===== src/rtl/hazard_pkg.sv =====
// Shared types for the pipeline hazard controller: FSM state encoding,
// the hardwired-zero register index and the load scoreboard entry.
package hazard_pkg;

    typedef enum logic [1:0] {
        RUN,
        LU_STALL,
        MEM_WAIT
    } hazard_state_t;

    localparam int unsigned REG_ZERO  = 0;
    localparam int unsigned RD_MAX_W  = 8;

    // Register indices are zero-extended to RD_MAX_W so the entry type is width-independent.
    typedef struct packed {
        logic                valid;
        logic [RD_MAX_W-1:0] rd;
    } sb_entry_t;

    function automatic logic src_match(input logic                use_src,
                                       input logic [RD_MAX_W-1:0] rs,
                                       input logic [RD_MAX_W-1:0] rd);
        return use_src && (rs != RD_MAX_W'(REG_ZERO)) && (rs == rd);
    endfunction

endpackage


===== src/rtl/hazard_ctrl_scoreboard.sv =====
// Shift register of loads still in flight behind EX/MEM, and the
// source-operand match against every valid entry.
module load_scoreboard
    import hazard_pkg::*;
#(
    parameter int unsigned REG_AW   = 3,
    parameter int unsigned LOAD_LAT = 1
) (
    input  logic              clk,
    input  logic              rst,
    input  logic              advance,
    input  logic              load_valid,
    input  logic [REG_AW-1:0] load_rd,
    input  logic [REG_AW-1:0] rs1,
    input  logic [REG_AW-1:0] rs2,
    input  logic              use_rs1,
    input  logic              use_rs2,
    output logic              hit
);

    generate
        if (LOAD_LAT == 0) begin : g_none
            assign hit = 1'b0;
        end else begin : g_sb
            sb_entry_t sb_q [LOAD_LAT];

            always_ff @(posedge clk) begin
                if (rst) begin
                    for (int unsigned i = 0; i < LOAD_LAT; i++) sb_q[i] <= '0;
                end else if (advance) begin
                    sb_q[0] <= '{valid: load_valid, rd: RD_MAX_W'(load_rd)};
                    for (int unsigned i = 1; i < LOAD_LAT; i++) sb_q[i] <= sb_q[i-1];
                end
            end

            always_comb begin
                hit = 1'b0;
                for (int unsigned i = 0; i < LOAD_LAT; i++) begin
                    if (sb_q[i].valid &&
                        (src_match(use_rs1, RD_MAX_W'(rs1), sb_q[i].rd) ||
                         src_match(use_rs2, RD_MAX_W'(rs2), sb_q[i].rd)))
                        hit = 1'b1;
                end
            end
        end
    endgenerate

endmodule


===== src/rtl/hazard_ctrl.sv =====
// Pipeline hazard controller: load-use stalls, memory freeze, branch flush.
// Optional performance counters are built when HAZARD_PERF_EN is defined.
module hazard_ctrl
    import hazard_pkg::*;
#(
    parameter int unsigned REG_AW   = 3,
    parameter int unsigned LOAD_LAT = 1,
    parameter int unsigned CNT_W    = 16
) (
    input  logic              clk,
    input  logic              rst,
    input  logic              id_ex_memread,
    input  logic [REG_AW-1:0] id_ex_rd,
    input  logic [REG_AW-1:0] if_id_rs1,
    input  logic [REG_AW-1:0] if_id_rs2,
    input  logic              if_id_use_rs1,
    input  logic              if_id_use_rs2,
    input  logic              ex_branch_taken,
    input  logic              mem_ready,
    output logic              pc_write,
    output logic              if_id_write,
    output logic              ex_mem_write,
    output logic              if_id_flush,
    output logic              id_ex_flush,
    output logic              stall_active
`ifdef HAZARD_PERF_EN
    ,
    output logic [CNT_W-1:0]  stall_cycles,
    output logic [CNT_W-1:0]  flush_events
`endif
);

    hazard_state_t state_q, next_state;
    logic          sb_hit, lu_ex, lu;

    // Only a branch flush drops the EX load; a load-use bubble enters behind it.
    load_scoreboard #(.REG_AW(REG_AW), .LOAD_LAT(LOAD_LAT)) u_sb (
        .clk        (clk),
        .rst        (rst),
        .advance    (mem_ready),
        .load_valid (id_ex_memread && !ex_branch_taken),
        .load_rd    (id_ex_rd),
        .rs1        (if_id_rs1),
        .rs2        (if_id_rs2),
        .use_rs1    (if_id_use_rs1),
        .use_rs2    (if_id_use_rs2),
        .hit        (sb_hit)
    );

    assign lu_ex = id_ex_memread &&
                   (src_match(if_id_use_rs1, RD_MAX_W'(if_id_rs1), RD_MAX_W'(id_ex_rd)) ||
                    src_match(if_id_use_rs2, RD_MAX_W'(if_id_rs2), RD_MAX_W'(id_ex_rd)));
    assign lu    = lu_ex || sb_hit;

    always_ff @(posedge clk) begin
        if (rst) state_q <= RUN;
        else     state_q <= next_state;
    end

    always_comb begin
        next_state = RUN;
        if (rst)                  next_state = RUN;
        else if (!mem_ready)      next_state = MEM_WAIT;
        else if (ex_branch_taken) next_state = RUN;
        else if (lu)              next_state = LU_STALL;
    end

    // Outputs follow this cycle's decision, never the registered state.
    always_comb begin
        pc_write     = 1'b1;
        if_id_write  = 1'b1;
        ex_mem_write = 1'b1;
        if_id_flush  = 1'b0;
        id_ex_flush  = 1'b0;
        stall_active = 1'b0;
        unique case (next_state)
            MEM_WAIT: begin
                pc_write     = 1'b0;
                if_id_write  = 1'b0;
                ex_mem_write = 1'b0;
                stall_active = 1'b1;
            end
            LU_STALL: begin
                pc_write     = 1'b0;
                if_id_write  = 1'b0;
                id_ex_flush  = 1'b1;
                stall_active = 1'b1;
            end
            default: begin
                if_id_flush = !rst && ex_branch_taken;
                id_ex_flush = !rst && ex_branch_taken;
            end
        endcase
    end

    assert property (@(posedge clk) disable iff (rst)
        (CNT_W > 0) && (LOAD_LAT <= 4) && (state_q inside {RUN, LU_STALL, MEM_WAIT}));

`ifdef HAZARD_PERF_EN
    always_ff @(posedge clk) begin
        if (rst) begin
            stall_cycles <= '0;
            flush_events <= '0;
        end else begin
            if (stall_active && stall_cycles != '1) stall_cycles <= stall_cycles + 1'b1;
            if (if_id_flush && flush_events != '1)  flush_events <= flush_events + 1'b1;
        end
    end
`endif

endmodule


===== config.mk =====
export PLATFORM = sky130hd
export DESIGN_NAME = hazard_ctrl
export DESIGN_NICKNAME = d
export VERILOG_FILES = /design/src/rtl/hazard_pkg.sv /design/src/rtl/hazard_ctrl_scoreboard.sv /design/src/rtl/hazard_ctrl.sv
export SDC_FILE = /design/constraint.sdc
export NUM_CORES = 1
export LEC_CHECK = 0
export BUFFER_PORTS_ARGS = -buffer_cell sky130_fd_sc_hd__buf_2
export CORE_AREA = 8 8 45 47
export DETAILED_ROUTE_END_ITERATION = 8
export DIE_AREA = 0 0 53 55
export SLEW_MARGIN = 20
export SYNTH_ARGS = -nofsm -noshare
export SYNTH_HDL_FRONTEND = slang
export SYNTH_SLANG_ARGS = --single-unit

===== constraint.sdc =====
create_clock -name clk -period 4 [get_ports clk]
set_input_delay 0.4 -clock clk [delete_from_list [all_inputs] [get_ports clk]]
set_output_delay 0.4 -clock clk [all_outputs]
set_load 0.03 [all_outputs]

Word level (Yosys, flattened, before mapping)
Memory sizes are Yosys's and may differ from the RTL's.
Index checks and enable logic that the tools add are counted.
- bits in registers: 0
- memory bits (writable): 4
- output and inout bits: 6
- memories: 1
- eq/ne operators: 6
- muxes and demuxes: 17
- reductions and logical operators: 19
- memories (name ; depth ; width ; rd ports ; clocked after Yosys merged registers in ; write ports ; line ; source):
    u_sb.g_sb.sb_q ; 1 ; 4 ; 1 ; 0 ; 1 ; hazard_ctrl_scoreboard.sv:25 ; sb_entry_t sb_q [LOAD_LAT];
- operators by type and width (cell ; count):
    $eq 3x8->1 ; 2
    $mux 1 ; 13
    $logic_and 1x1->1 ; 10
    $eq 3x3->1 ; 2
    $reduce_bool 3->1 ; 2
    $mux 2 ; 2
    $mux 4 ; 1
    $reduce_or 4->1 ; 1
    $logic_or 1x1->1 ; 3
    $eq 2x1->1 const B ; 1
    $eq 2x2->1 const B ; 1
    $logic_not 1->1 ; 2
    $pmux 1 s2 ; 1
    $reduce_or 2->1 ; 1

Depth between registers and ports, before layout
- depth after elaboration: 14
- depth in mapped cells: 8
- mapped depth without buffers: 8

Modules after synthesis
A second synthesis with hierarchy kept.
- cell total of the unflattened synthesis: 51
- area total of the unflattened synthesis: 452.9 sq um
- modules (own cells, without submodules) (module ; times used ; cells each ; area each (sq um)):
    load_scoreboard ; 1 ; 24 ; 262.8
    hazard_ctrl ; 1 ; 27 ; 190.2

Worst setup path after synthesis
OpenSTA, ideal clock, no wires.
- path type: input-to-output
- from: in if_id_rs1[0]
- to: out id_ex_flush
- arrival: 2.462 ns
- slack: 1.138 ns
- stages on the path: 8
- cells stage by stage: o31ai_1 nor4_1 o2111ai_1 nand2_1 ha_1 inv_1 nor3_1 a21o_1
- cells in the longest elaborated chain, start to end: 13
- elaborated cells between the ends (all ways): 19
- those cells by class: 4 x eq/ne; 6 x mux; 9 x reduce/logical
- RTL lines (item ; line ; source):
    from (decl) ; hazard_ctrl.sv:14 ; input logic [REG_AW-1:0] if_id_rs1,
    parallel branches: the longest is 6 deep, another holds $eq 3x8->1 ; n/a ;
    $logic_or 1x1->1 (*) ; hazard_ctrl.sv:53 ; assign lu = lu_ex || sb_hit;
    $mux 1 (*) ; hazard_ctrl.sv:65 ; else if (lu) next_state = LU_STALL;
    $mux 1 (*) ; hazard_ctrl.sv:64 ; else if (ex_branch_taken) next_state = RUN;
    $mux 2 (*) ; hazard_ctrl.sv:63 ; else if (!mem_ready) next_state = MEM_WAIT;
    $mux 2 (*) ; hazard_ctrl.sv:62 ; if (rst) next_state = RUN;
    $eq 2x1->1 or $eq 2x2->1 (tied branches) ; hazard_ctrl.sv:76 ; unique case (next_state)
    $pmux 1 s2 (*) ; hazard_ctrl.sv:76 ;
    to (decl) ; hazard_ctrl.sv:24 ; output logic id_ex_flush,
Every way passes the cells marked *.

Worst setup path after layout
Ends and elaborated chain as after synthesis.

==> results.md <==
- The clock period could shrink to 2.41 ns.
- The net count after synthesis is 56.
- The number of different library cells used by synthesis comes to 18.
- The setup TNS is 0 ns.
- The count of unresolved DRC violations after routing is 0.
- The count of antenna diodes in the layout is 0.
- Setup violations remaining at the end of the flow were counted as 0.
- The number of port buffers is 21.
- The endpoint class of the critical path is a primary output.
- TritonCTS created 3 clock buffers.
- The class of the most critical hold timing path is in2reg.
- Counting flops with an async set or reset pin after synthesis yields a share of 0%.
- After Yosys synthesis, XOR and XNOR cells account for 27.7% of the synthesized area.
- The share of post-route cells with drive strength above 1 is 43.5%.
- Counting flops with a built-in enable in the synthesized netlist gives 4.
- The register with the most flip-flops is u_sb.g_sb.sb_q.
- The via count of the first global-routing pass was around 390.
- The number of hold buffers added after CTS was 0.
- After detailed routing, the number of vias per cell comes to 4.74.
- Summed over all instances, the cell type with the most area after synthesis is sky130_fd_sc_hd__edfxtp_1.
- The final route contains 370 vias.
- The routed length per instance is 12.8 um.
- The number of synthesized register bits is 4.
- The count of final max-slew check failures is 0.
- Yosys printed 0 warnings.
- The largest registers in the layout are u_sb.g_sb.sb_q (4).
- The length of the first detailed-routing pass in iterations is 3.
- The multi-input combinational cells in the finished layout cover a total of 244 um2.
- The maximum resistive drop on vdd is between 100 and 150 uV.
- The transition at the pin with the smallest max-transition slack is between 0.2 and 0.3 ns.
- The number of sinks handled by clock tree synthesis is 4.
- The flow ran to the end, and the final reports show no timing, DRC or antenna violations.
- The adder-cell share of the synthesized area is under 10%.
- The critical path startpoint category is an input pin.
- Routability-driven placement finished with a final weighted congestion of between 0.7 and 0.8.
- The most frequently used cell type in the post-synthesis netlist is sky130_fd_sc_hd__xor2_1.
- The core region is 1380 um2.
- The synthesized netlist devotes 10.9% of its cell area to compound gates.
- The flip-flop count of the largest register after layout is 4.
- The total wire length after detailed routing is roughly 1000 um.
- The most used flip-flop cell after synthesis is sky130_fd_sc_hd__edfxtp_1.
- The fraction of the cycle the final worst path needs is around 60%.
- TritonCTS built the clock tree.
- The number of cell rows is 14.
- Compared with the post-synthesis result, the final layout area differs by 37.0%.
- The die area is a little under 3000 um2.
- The worst endpoint data arrival time is ~2.0 ns.
- The net count of the finished layout is 81.
- The number of hold violations in the final report is 0.
- The number of buffers between clock root and the deepest sink is 2.
- The estimated wirelength of the detail-placed design is ~900 um.
- The critical path is of the in2out type.
- Ranked by instance count, the synthesized netlist is headed by sky130_fd_sc_hd__xor2_1, sky130_fd_sc_hd__edfxtp_1, sky130_fd_sc_hd__nor4_1, sky130_fd_sc_hd__and2_1.
- Ranked by total cell area, the synthesized netlist is headed by sky130_fd_sc_hd__edfxtp_1, sky130_fd_sc_hd__xor2_1, sky130_fd_sc_hd__nor4_1, sky130_fd_sc_hd__and2_1, sky130_fd_sc_hd__ha_1.
- The total overflow left after global routing is 0.
- In this run the power density over the cells is 277 nW/um2.
- Across the whole layout, storage elements account for around 120 um2.
- The first global-routing pass estimated roughly 1.6 mm of wire.
- The combined area of all synthesized cells is roughly 380 um2.
- The post-synthesis area per instance is 9.72 um2.
- From bottom edge to top edge, the die measures between 50 and 60 um.
- Max-cap violations in this run came to 0.
- The proportion of netlist area held by the largest area contributor is a little under a third.
- Across every metal layer, demand over resource in global routing totals a little over 7%.
- Once the floorplan was initialized, standard cells occupied between 20% and 30% of the core.
- The post-CTS setup repair buffer count is 0.
- The maximum fanout encountered on the critical timing path is 3.
- For this block, the initial DRC count from the detailed router was 3.
- Of the post-synthesis cell area, the part taken by muxes is 0%.
- For this run, the top clock speed supported by timing is a little over 400 MHz.
- Clock-pin slew was measured on the worst setup and hold paths at about 0.030 ns.
- 22 I/O pins were placed.
- After layout, the design draws a total of approximately 140 uW.
- The count of mapped cells out of synthesis is 39.
- By area, the combinational part of the netlist is dominated by XOR/XNOR gates.
- In this run the remaining antenna-violating nets after routing total 0.
- Summed over all cells, the static leakage comes to about 0.27 nW.
- Headroom to the max-slew limit came out at between 80% and 90%.
- In this run the number of H-tree levels came out at 1.
- The fill cell instance count of the final layout is around 150.
- The die is approximately 53 um wide.
- Setup repair after global routing left no endpoint under its margin.
- The simple-gate portion of the synthesized area is between 20 and 25%.
- CTS placed an instance of sky130_fd_sc_hd__clkbuf_4 at the clock tree root.
- The number of antenna violations at the first check in global routing is 0.
- The proportion of synthesized chip area in sequential cells is 31.7%.
- Once layout is complete, the utilization of the core stands at a little under two fifths.
- The post-cts gate resize count is 0.
- The tightest hold path in the finished design has a slack of between 0.5 and 0.6 ns.
- Entering global routing, the biggest net connects 7 pins.
- STA puts the critical path data required time at 3.60 ns.
==> per-stage QoR <==
stage          cell area, um2  cells  worst slack, ns
6_report                  519     78             1.59
5_1_grt                   519     78             1.41
4_1_cts                   519     78             1.57
3_5_place_dp              497     75             1.58
3_3_place_gp              497     75             1.65
2_1_floorplan             379     39             1.14
==> layout by cell type, fill, tap and decap left out <==
cell                         n
sky130_fd_sc_hd__edfxtp_1    4
sky130_fd_sc_hd__o2111ai_1   1
sky130_fd_sc_hd__nor2b_1     1
sky130_fd_sc_hd__buf_2      21
sky130_fd_sc_hd__and3_1      1
sky130_fd_sc_hd__nor4_1      4
sky130_fd_sc_hd__o31ai_1     1
sky130_fd_sc_hd__and2_1      3
sky130_fd_sc_hd__or2_2       2
sky130_fd_sc_hd__clkbuf_4    3
sky130_fd_sc_hd__o31ai_2     1
sky130_fd_sc_hd__nand2_1     1
sky130_fd_sc_hd__o21ai_0     1
sky130_fd_sc_hd__ha_1        1
sky130_fd_sc_hd__nor3_1      1
sky130_fd_sc_hd__xor2_1     12
sky130_fd_sc_hd__a21o_1      1
sky130_fd_sc_hd__and2b_1     1
sky130_fd_sc_hd__inv_1       2
==> kinds of logic after synthesis <==
kind of cell | after synthesis
and+or+nand+nor | 14
xor gates and xnor gates | 12
AOI/OAI and AO/OA | 5
DFF | 4
buffers and inverters | 3
adders and majority gates | 1
==> critical path, cell delays in order <==
cell	delay, ns
sky130_fd_sc_hd__buf_2	0.12
sky130_fd_sc_hd__o31ai_1	0.31
sky130_fd_sc_hd__nor4_1	0.11
sky130_fd_sc_hd__o2111ai_1	0.18
sky130_fd_sc_hd__nand2_1	0.07
sky130_fd_sc_hd__ha_1	0.27
sky130_fd_sc_hd__inv_1	0.05
sky130_fd_sc_hd__nor3_1	0.18
sky130_fd_sc_hd__a21o_1	0.11
sky130_fd_sc_hd__buf_2	0.18
==> power breakdown <==
group          switching, mW  internal [mW]  leakage, nW  total [mW]
sequential           0.00239         0.0501       0.0431      0.0525
clock                 0.0163         0.0335       0.0138      0.0498
combinational         0.0241         0.0174        0.210      0.0416
==> final timing paths <==
kind,slack [ns],to,cells past startpoint,startpoint
setup / recovery,1.59,id_ex_flush,10,if_id_rs1[0]
hold / removal,0.51,u_sb.g_sb.sb_q[0][2]$_SDFFCE_PN0P_,2,id_ex_rd[2]
==> cell type report <==
cell class / count / share of cell area, %
sequential: 4 / 23.1
timing repair buffer: 21 / 20.2
clock buffer: 3 / 4.34
inverter: 2 / 1.45
multi-input combinational: 32 / 47.0
tap: 16 / 3.86
==> layer usage <==
layer / track usage (%) / share of wire [%]
met4: 9.05 / 0
met1: 7.48 / 42
met5: 0 / 0
met3: 2.67 / 12
met2: 10.4 / 47
Power figures use the tool's default switching activity.
